==> src/rtl/seq_pkg.sv <==
// seq_pkg: definitions shared by the serial pattern transmitter and the
// matching sequence detector.
//   SEQ_MAX_LEN  default maximum pattern length in bits
//   SEQ_CNT_W    default width of the repeat and gap fields
//   seq_state_e  FSM state encoding
//   idx_w()      width of a bit index into an n-bit vector (at least 1)
package seq_pkg;

    localparam int SEQ_MAX_LEN = 8;
    localparam int SEQ_CNT_W   = 4;

    typedef enum logic [1:0] {
        ST_IDLE = 2'd0,
        ST_SEND = 2'd1,
        ST_GAP  = 2'd2,
        ST_DONE = 2'd3
    } seq_state_e;

    function automatic int idx_w(input int n);
        return (n > 1) ? $clog2(n) : 1;
    endfunction

endpackage

==> src/rtl/seq_down_counter.sv <==
// seq_down_counter: loadable down counter with a zero flag.
//   Clock     rising-edge clock
//   Reset     asynchronous active-high clear
//   load      load load_val (takes priority over dec)
//   load_val  value to load
//   dec       decrement by one
//   count     current value
//   zero      count == 0
module seq_down_counter #(
    parameter int W = 4
) (
    input  logic         Clock,
    input  logic         Reset,
    input  logic         load,
    input  logic [W-1:0] load_val,
    input  logic         dec,
    output logic [W-1:0] count,
    output logic         zero
);

    always_ff @(posedge Clock or posedge Reset) begin
        if (Reset)
            count <= '0;
        else if (load)
            count <= load_val;
        else if (dec)
            count <= count - 1'b1;
    end

    assign zero = (count == '0);

endmodule

==> src/rtl/seq_pattern_tx.sv <==
// seq_pattern_tx: serial pattern transmitter. On start (in IDLE) it latches a
// pattern and sends bits pat_len..0 MSB-first on w, repeating repeat_cnt+1
// times with gap idle cycles between repetitions, then pulses done.
//   Clock       rising-edge clock
//   Reset       asynchronous active-high reset
//   start       transmit request, sampled only in IDLE
//   pattern     bits to send
//   pat_len     pattern length minus 1
//   repeat_cnt  repetition count minus 1
//   gap         idle cycles between repetitions
//   w           serial output
//   busy        high from acceptance through the DONE cycle
//   done        one-cycle pulse after the final bit
module seq_pattern_tx
    import seq_pkg::*;
#(
    parameter int MAX_LEN = SEQ_MAX_LEN,
    parameter int CNT_W   = SEQ_CNT_W,
    localparam int LEN_W  = idx_w(MAX_LEN)
) (
    input  logic               Clock,
    input  logic               Reset,
    input  logic               start,
    input  logic [MAX_LEN-1:0] pattern,
    input  logic [LEN_W-1:0]   pat_len,
    input  logic [CNT_W-1:0]   repeat_cnt,
    input  logic [CNT_W-1:0]   gap,
    output logic               w,
    output logic               busy,
    output logic               done
);

    seq_state_e state, nxt;

    logic [MAX_LEN-1:0] pattern_q;
    logic [LEN_W-1:0]   pat_len_q;
    logic [CNT_W-1:0]   gap_q;
    logic               cap;

    logic               bit_ld, bit_dec, bit_zero;
    logic [LEN_W-1:0]   bit_val, bit_idx;
    logic               rep_ld, rep_dec, rep_zero;
    logic [CNT_W-1:0]   rep_cnt;
    logic               gap_ld, gap_dec, gap_zero;
    logic [CNT_W-1:0]   gap_cnt;

    always_ff @(posedge Clock or posedge Reset) begin
        if (Reset)
            state <= ST_IDLE;
        else
            state <= nxt;
    end

    // Transmission parameters are captured once so inputs may change freely
    // while busy.
    always_ff @(posedge Clock or posedge Reset) begin
        if (Reset) begin
            pattern_q <= '0;
            pat_len_q <= '0;
            gap_q     <= '0;
        end else if (cap) begin
            pattern_q <= pattern;
            pat_len_q <= pat_len;
            gap_q     <= gap;
        end
    end

    always_comb begin
        nxt     = state;
        cap     = 1'b0;
        bit_ld  = 1'b0;
        bit_dec = 1'b0;
        bit_val = pat_len_q;
        rep_ld  = 1'b0;
        rep_dec = 1'b0;
        gap_ld  = 1'b0;
        gap_dec = 1'b0;
        case (state)
            ST_IDLE: begin
                if (start) begin
                    nxt     = ST_SEND;
                    cap     = 1'b1;
                    bit_ld  = 1'b1;
                    bit_val = pat_len;
                    rep_ld  = 1'b1;
                end
            end
            ST_SEND: begin
                if (!bit_zero) begin
                    bit_dec = 1'b1;
                end else if (rep_zero) begin
                    nxt = ST_DONE;
                end else begin
                    rep_dec = 1'b1;
                    if (gap_q != '0) begin
                        nxt    = ST_GAP;
                        gap_ld = 1'b1;
                    end else begin
                        bit_ld = 1'b1;   // back-to-back repetition
                    end
                end
            end
            ST_GAP: begin
                // Counter holds gap-1 on entry, so GAP lasts exactly gap cycles.
                if (gap_zero) begin
                    nxt    = ST_SEND;
                    bit_ld = 1'b1;
                end else begin
                    gap_dec = 1'b1;
                end
            end
            ST_DONE: nxt = ST_IDLE;
            default: nxt = ST_IDLE;
        endcase
    end

    seq_down_counter #(.W(LEN_W)) u_bit_cnt (
        .Clock(Clock), .Reset(Reset), .load(bit_ld), .load_val(bit_val),
        .dec(bit_dec), .count(bit_idx), .zero(bit_zero)
    );

    seq_down_counter #(.W(CNT_W)) u_rep_cnt (
        .Clock(Clock), .Reset(Reset), .load(rep_ld), .load_val(repeat_cnt),
        .dec(rep_dec), .count(rep_cnt), .zero(rep_zero)
    );

    seq_down_counter #(.W(CNT_W)) u_gap_cnt (
        .Clock(Clock), .Reset(Reset), .load(gap_ld), .load_val(gap_q - 1'b1),
        .dec(gap_dec), .count(gap_cnt), .zero(gap_zero)
    );

    assign w    = (state == ST_SEND) && pattern_q[bit_idx];
    assign busy = (state != ST_IDLE);
    assign done = (state == ST_DONE);

endmodule

==> config.mk <==
export PLATFORM = sky130hd
export DESIGN_NAME = seq_pattern_tx
export DESIGN_NICKNAME = d
export VERILOG_FILES = /design/src/rtl/seq_pkg.sv /design/src/rtl/seq_down_counter.sv /design/src/rtl/seq_pattern_tx.sv
export SDC_FILE = /design/constraint.sdc
export NUM_CORES = 1
export LEC_CHECK = 0
export CAP_MARGIN = 20
export CORE_UTILIZATION = 45
export CTS_BUF_LIST = sky130_fd_sc_hd__clkbuf_16
export CTS_CLUSTER_DIAMETER = 60
export DETAILED_ROUTE_END_ITERATION = 12
export DONT_BUFFER_PORTS = 1
export PLACE_DENSITY = 0.68
export SYNTH_ARGS = -nofsm -noshare
export SYNTH_HDL_FRONTEND = slang
export SYNTH_HIERARCHICAL = 1
export SYNTH_SLANG_ARGS = --single-unit
export TNS_END_PERCENT = 20
==> constraint.sdc <==
create_clock -name Clock -period 2.75 [get_ports Clock]
set_input_delay 0.1375 -clock Clock [delete_from_list [all_inputs] [get_ports Clock]]
set_output_delay 0.1375 -clock Clock [all_outputs]
set_load 0.02 [all_outputs]
# Yosys cells after proc, flatten, opt, wreduce, memory -nomap -nowiden
# Cells that the tools add are included.
# word_totals
reg_bits,28
input_bits,22
out_inout_bits,3
# op_classes
addsub,4
order_cmp,1
eq_ne,7
mux,34
reduce_logical,11
# op_table
operator,n
2-to-1 mux 1 bit,18
2-to-1 mux 4 bit,4
2-to-1 mux 3 bit,4
subtractor 4 x 1 -> 4 bit (second input constant),3
2-to-1 mux 2 bit,5
logical NOT 4 bit,2
one-hot mux 2 bit (4 select lines),1
nonzero test 2 bit,4
inequality test 2 bit (second input constant),3
== test 2 bit (second input constant),2
less-than comparator 3 x 4 -> 1 bit (second input constant),1
AND reduction 4 bit,1
nonzero test 4 bit,1
binary-select mux 1 bit (select 3 bit),1
logical NOT 3 bit,1
inequality test 3 bit (second input constant),1
one-hot mux 1 bit (3 select lines),1
subtractor 3 x 1 -> 3 bit (second input constant),1
== test 2 x 1 -> 1 bit (second input constant),1
logical NOT 2 bit,1
logical AND 1 bit,1

# Logic depth before layout (Yosys ltp)
# Gate-level depths: netlist (run 1).
# logic_depth
depth_word,6
ltp_mapped,8
mapped_depth_nobuf,8

# Hierarchy
# The synthesis (run 1) kept the hierarchy.
# modules_own_cells
module,instances,cells_each,area_each_um2
seq_pattern_tx,1,69,928.4
seq_down_counter at u_gap_cnt ...,2,23,231.5
seq_down_counter at u_bit_cnt,1,20,185.2

# Worst setup path before layout (run 1)
# OpenSTA, ideal clock, no wires.
# synth_timing
path_kind,register to register
from,reg u_gap_cnt.count[0]
to,reg u_gap_cnt.count[3]
setup_ns,0.125
t_arrival_ns,1.801
required_time_ns,2.625
slack_ns,0.824
stages_incl_launch_ff,8
path_cell_list,dfrtp_1 > inv_1 > ha_1 > nor3b_1 > nor3_1 > nor4b_4 > xor2_1 > mux2_2
# synth_between
elab_chain_len,4
word_cells_on_any_way,7
classes_between,add/sub: 1; mux: 4; reduce/logical: 2
# synth_rtl
item,line_no,source
from (decl),seq_down_counter.sv:17,"output logic [W-1:0] count,"
from (signal assigned),seq_down_counter.sv:25,count <= load_val;
from (signal assigned),seq_down_counter.sv:27,count <= count - 1'b1;
logical NOT 4 bit,seq_down_counter.sv:30,assign zero = (count == '0);
named net gap_zero,seq_pattern_tx.sv:44,"logic gap_ld, gap_dec, gap_zero;"
2-to-1 mux 1 bit,seq_pattern_tx.sv:105,if (gap_zero) begin
2-to-1 mux 1 bit,seq_pattern_tx.sv:78,case (state)
named net gap_dec,seq_pattern_tx.sv:44,
nonzero test 2 bit (no source line),--,
# The timed path passes the listed nets, and every way through them passes these cells. The select of a mux whose other input is x is not followed.
# A chain may end at the register's enable or synchronous reset.

# Worst setup path after layout (run 1)
# layout_timing
from,reg u_rep_cnt.count[0]
to,reg u_gap_cnt.count[3]
# layout_between
elab_chain_len,5
word_cells_on_any_way,6
classes_between,mux: 4; reduce/logical: 2
# layout_rtl
item,line_no,source
from (decl),seq_down_counter.sv:17,
from (signal assigned),seq_down_counter.sv:25,
from (signal assigned),seq_down_counter.sv:27,
logical NOT 4 bit (*),seq_down_counter.sv:30,
named net rep_zero,seq_pattern_tx.sv:42,"logic rep_ld, rep_dec, rep_zero;"
2-to-1 mux 1 bit (*),seq_pattern_tx.sv:91,end else if (rep_zero) begin
2-to-1 mux 1 bit (*),seq_pattern_tx.sv:89,if (!bit_zero) begin
2-to-1 mux 1 bit (*),seq_pattern_tx.sv:78,
named net gap_ld,seq_pattern_tx.sv:44,
2-to-1 mux 4 bit or nonzero test 2 bit (tied branches),--,
# Mark *: on every way through the listed nets, which the timed path passes. The rest lies on a longest branch.

==> metrics.cfg, run 1 <==
[setup_path]
crit_chain=inv_1, ha_1, nor3b_1, nand2b_1, nor3_1, mux2_2
critPathMaxFanout=7
crit_buf_inv=1
slowest_stage=nor3_1
slowest_delay_ps=560
endpoint_kind=flop
startpoint_type=flop
path_class=flop to flop
crit_arrival_ps=2250
path_delay_family=simple AND/OR/NAND/NOR gates
cp.required_ps=2900

[worst_hold_path]
hp-class=input port to flop

[cts]
cts_tree=yes
clk_latency_ps=260
clkTransAtPathRegs_ps=70
cts_inserted_buffers=3
cts-resized-gates=0
cts_max_path_buffers=2
clockRootBuffer=clkbuf_16
htree_levels=1
cts_sinks=28

[global_route]
overflow=0
gr-usage-all-layers_pct=16.6
grt_pass1_wl_mm=4.50
grt_pass1_vias=1027
antenna_found_initial=0
grt_max_degree=26

[run]
maxCapViolations=0

[timing]
period_minus_slack_ps=2100
relSlewSlack_pct=52.1
worst_slew_pin_slew_ps=713
drv_slew=0
hold_viol_final=0
rsz0062_at_grt=false
setup_viol=0
fmax_mhz=477
fin_skew_ps=4.88
finalCritPeriodShare_pct=76.3
hold-worst-slack_ps=11.5
fin_tns_setup_ps=0

[detailed_routing]
vias_per_cell=5.25
drc_errors=0
ant_nets=0
drt_iter0_markers=18
wl_mm=2.74
routedWlPerCell_um=14.6
drt_pass1_iterations=4
via_count=982

[yosys]
yosysWarningCount=6
syn_inst=135
seq_area_frac_synth_pct=44.4
syn_nets=162
ys.flop_type=dfrtp_1
syn_area_um2=1580
synth_edf_count=0
ys_ff_latch=28
synthDistinctLibCells=29
synthArstFlopShare_pct=100
syn_area_per_cell_um2=11.7

[layout]
drive_above_1_share_pct=25.5
fin_nets=169
areaGrowthSynthToFinish_pct=10.6
layout_commonest_cell=dfrtp_1
fill_cells=313
diodes=0
mostFrequentLayoutCells=dfrtp_1, inv_1, nand2_1, mux2_2, mux2_4

[die]
die_h_um=61.2
die-area_um2=3740
row_count=21
core_area_um2=3340
pin_count=25
die_w_um=61.2
initial_core_util_pct=47.2

[place]
dpl.hpwl_mm=2.09
gp_congestion=0.718
portBuffers=0

[pwr]
vdd_drop_max_v=0.000547
p_per_area_nw_per_um2=1240
p_leak_uw=0.000781

[status]
status=complete, no violations

cell type report:
cell class	instances	area [um2]	area share, %
multi-input cells	90	796	45.6
flip-flops and latches	28	701	40.2
clock buffers	3	75.1	4.30
inverters	16	60.1	3.44
well taps	46	57.6	3.30
clock inverters	1	30.0	1.72
repair buffers	3	25.0	1.43
worst paths after layout:
check	startpoint	endpoint	slack, ps	depth (start not counted)
worst max register to register	u_rep_cnt/count[0]	u_gap_cnt/count[3]	650	6
min in group asynchronous	Reset	u_bit_cnt/count[1]	270	2
worst min register to register	pat_len_q[2]	pat_len_q[2]	510	1
worst max-delay path	u_rep_cnt/count[0]	u_gap_cnt/count[3]	650	6
max in group asynchronous	Reset	pat_len_q[2]	1770	2
worst min-delay path	repeat_cnt[2]	u_rep_cnt/count[2]	10	2
cells by family after synthesis:
family | share of synthesized area, %
mux | 19.8
fa+ha+maj | 3.97
flops | 44.4
compound gates | 6.11
buf+inv | 5.08
xor+xnor | 5.00
simple gates | 15.6
timing repair:
item / 4_1_cts / 5_1_grt
endpoints found under the setup margin: 0 / 0
hold buffers: 1 / 0
setup buffers: 0 / 0
hold endpoints to repair: 28 / 0
state kept, by name (all words and copies together) (netlist names):
register and flops:
gap_q 4, u_bit_cnt/count 3, pat_len_q 3, u_gap_cnt/count 4
state 2, u_rep_cnt/count 4, pattern_q 8
worst register-to-register path: stages (launching register included):
cell and delay (ps):
dfrtp_1 430, inv_1 70, ha_1 200, nor3b_1 140
nand2b_1 180, nor3_1 570, mux2_2 410
synth_stat cells, drive strengths merged (2+ instances only):
library cell	instances	area, um2
and2	3	20.0
o31ai	2	25.0
nor3	3	15.0
xnor2	3	26.3
nand2	13	48.8
dfrtp	28	701
ha	5	62.6
o21ai	9	45.0
mux2i	2	20.0
mux2	21	270
inv	16	60.1
xor2	6	52.6
nor3b	4	30.0
nand2b	2	12.5
nor2	7	42.5
nor4b	2	47.6
power breakdown:
part / total, uW / internal, uW / switching, uW
clock network: 427 / 290 / 137
registers: 823 / 624 / 199
logic: 906 / 497 / 409
layer usage:
layer	vias to the layer above	global-route usage (%)	share of wire [%]
met1	492	20.4	42
met4	0	7.47	1.5
met2	17	29.2	53
li1	469	-	-
met3	4	1.89	2.7
met5	-	0	0
metrics by stage:
stage | instances | area (um2) | util, % | power, uW | worst slack, ps
final | 187 | 1740 | 52.3 | 2160 | 652
after global routing | 187 | 1740 | 52.3 | 2310 | 482
after CTS | 187 | 1740 | 52.3 | 2170 | 642
after detailed placement | 182 | 1630 | 48.8 | 1730 | 645
after global placement | 182 | 1630 | 48.8 | 1670 | 752
after floorplan | 135 | 1580 | - | 1550 | 824
Note: power is estimated with default switching activity, not from simulation.
==> run 2: changes to the inputs <==
--- a/config.mk
+++ b/config.mk
@@ -5,13 +5,14 @@
 export SDC_FILE = /design/constraint.sdc
 export NUM_CORES = 1
 export LEC_CHECK = 0
+export ABC_AREA = 1
 export CAP_MARGIN = 20
 export CORE_UTILIZATION = 45
 export CTS_BUF_LIST = sky130_fd_sc_hd__clkbuf_16
 export CTS_CLUSTER_DIAMETER = 60
 export DETAILED_ROUTE_END_ITERATION = 12
 export DONT_BUFFER_PORTS = 1
-export PLACE_DENSITY = 0.68
+export PLACE_DENSITY = 0.7
 export SYNTH_ARGS = -nofsm -noshare
 export SYNTH_HDL_FRONTEND = slang
 export SYNTH_HIERARCHICAL = 1
==> constraint.sdc (replaced) <==
create_clock -name Clock -period 1.9 [get_ports Clock]
set_input_delay 0.095 -clock Clock [delete_from_list [all_inputs] [get_ports Clock]]
set_output_delay 0.095 -clock Clock [all_outputs]
set_load 0.02 [all_outputs]
==> run 2 against run 1 <==
Net effect:
- sequential share of layout area is 5.3 points lower
- critical path depth increased by 5
- core utilization increased by 5.6 points
- cell area rose by 15%
- combinational power is 89% higher
- flip-flop and latch count is the same
- critical endpoint is now u_bit_cnt/count[0]
- worst hold slack better by 13 ps
- wire length up 22%
- clock power up 13%
- synthesized area rose by 6.8%
- power rose by 53%
==> metrics.cfg, run 2 <==
[die]
row_count=21
initial_core_util_pct=48.6
die_h_um=63.2
die-area_um2=3990
die_w_um=63.2
core_area_um2=3470
pin_count=25

[setup_path]
crit_chain=inv_1, ha_1, nor3b_1, inv_1, nand3_1, nor2_2, nand2_1, nand3_2, nor2_2, nand2_1, nand3_1
slowest_delay_ps=380
crit_arrival_ps=1940
cp.required_ps=2100
startpoint_type=flop
critical_path.startpoint=u_rep_cnt/count[0]
endpoint_kind=flop
path_delay_family=simple AND/OR/NAND/NOR gates
crit_buf_inv=2
path_class=flop to flop
reg2reg_slack_ps=160
slowest_stage=dfrtp_1
timing.rr.start=u_rep_cnt/count[0]
critPathMaxFanout=5

[cts]
cts_tree=yes
htree_levels=1
clk_latency_ps=260
cts_sinks=28
cts_setup_buffers=0
clkTransAtPathRegs_ps=70
cts_max_path_buffers=2
clockRootBuffer=clkbuf_16
cts_inserted_buffers=3

[yosys]
ys.flop_type=dfrtp_1
synthDistinctLibCells=23
syn_inst=222
syn_area_um2=1680
yosysWarningCount=6
synthTopCellsByArea=dfrtp_1, nand2_1, inv_1, nand3_1, o21ai_2
yosysTopAreaCell=dfrtp_1
synth_top_area_share_pct=41.6
seq_area_frac_synth_pct=41.6
synthTopCellsByCount=nand2_1, inv_1, dfrtp_1
ys_ff_latch=28
syn_area_per_cell_um2=7.59
syn_nets=249
synth_most_common_cell=nand2_1
synthArstFlopShare_pct=100
synth_edf_count=0

[detailed_routing]
drt_iter0_markers=40
drt_pass1_iterations=4
vias_per_cell=4.87
wl_mm=3.33
ant_nets=0
routedWlPerCell_um=11.4
drc_errors=0
via_count=1417

[layout]
largest_reg_flops=8
drive_above_1_share_pct=13.1
layout_commonest_cell=nand2_1
regMostFlops=pattern_q
final_cells=291
diodes=0
fin_nets=273
fill_cells=332
mostFrequentLayoutCells=nand2_1, inv_1, dfrtp_1, nand3_1, dlygate4sd3_1
areaGrowthSynthToFinish_pct=19.2

[place]
dpl.hpwl_mm=2.31
dp_cells=268
gp_congestion=0.813
portBuffers=0

[timing]
rsz0062_at_grt=false
finalCritPeriodShare_pct=91.8
fin_skew_ps=2.61
fmax_mhz=573
fin_tns_setup_ps=0
hold_viol_final=0
worst_slew_pin_slew_ps=661
drv_slew=0
relSlewSlack_pct=55.9
hold-worst-slack_ps=25.0
period_minus_slack_ps=1740
setup_viol=0

[global_route]
overflow=0
antenna_found_initial=0
grt_max_degree=33
gr-usage-all-layers_pct=18.4
grt_pass1_wl_mm=5.86
grt_pass1_vias=1408

[run]
maxCapViolations=0

[worst_hold_path]
hp-start=repeat_cnt[3]
hp-class=input port to flop

[pwr]
vdd_drop_max_v=0.000895
p_leak_uw=0.00106
p_per_area_nw_per_um2=1640

[status]
status=complete, no violations

run 2: final cells by class:
type	instances	area (um2)	area share, %
Multi-Input combinational cell	148	793	39.5
Sequential cell	28	701	34.9
Timing Repair Buffer	21	205	10.2
Inverter	44	173	8.60
Clock buffer	3	75.1	3.74
Tap cell	46	57.6	2.87
Clock inverter	1	3.75	0.187
run 2: final timing paths:
check,end,depth (start not counted)
worst max-delay path,u_bit_cnt/count[0],11
worst min-delay path,u_rep_cnt/count[3],2
worst max register to register,u_bit_cnt/count[0],11
worst min register to register,pat_len_q[1],2
max in group asynchronous,state[1],2
min in group asynchronous,u_bit_cnt/count[0],2
run 2: worst reg2reg max path: stages (launching register included):
cell	delay, ps
dfrtp_1	380
inv_1	110
ha_1	190
nor3b_1	190
inv_1	70
nand3_1	150
nor2_2	70
nand2_1	80
nand3_2	110
nor2_2	170
nand2_1	70
nand3_1	90
run 2: layer usage:
metal	vias to the layer above	GRT usage, %	wire (um)
met5	-	0	0
met4	0	5.97	44
met3	5	1.63	133
met2	36	31.2	1540
met1	645	24.6	1620
li1	731	-	-
run 2: cells by family after synthesis:
group	count (synthesis)	synth area share (%)
flip-flops	28	41.6
adder cells (fa/ha/maj)	5	3.71
AO/OA/AOI/OAI	15	7.35
AND/OR/NAND/NOR	124	32.9
buffers and inverters	46	12.3
XOR/XNOR	4	2.08
run 2: timing repair:
action,4_1_cts,5_1_grt
gates resized for setup,0,4
endpoints found under the hold margin,46,0
endpoints found under the setup margin,0,7
hold buffers,19,0
run 2: through the flow:
| step | utilization [%] | power [uW] | area, um2 | worst slack (ps) |
|---|---|---|---|---|
| 2_1_floorplan | - | 2460 | 1680 | 126 |
| 3_3_place_gp | 49.6 | 2700 | 1720 | 147 |
| 3_5_place_dp | 49.6 | 2750 | 1720 | 134 |
| 4_1_cts | 57.4 | 3280 | 1990 | 85.2 |
| 5_1_grt | 57.9 | 3650 | 2010 | 17.4 |
| 6_report | 57.9 | 3290 | 2010 | 156 |
run 2: power by group:
group	leakage, uW	internal [uW]	total [uW]	switching [uW]
Sequential	0.000346	891	1100	213
Clock	0.0000385	282	483	200
Combinational	0.000676	656	1710	1050
Total	0.00106	1830	3290	1460
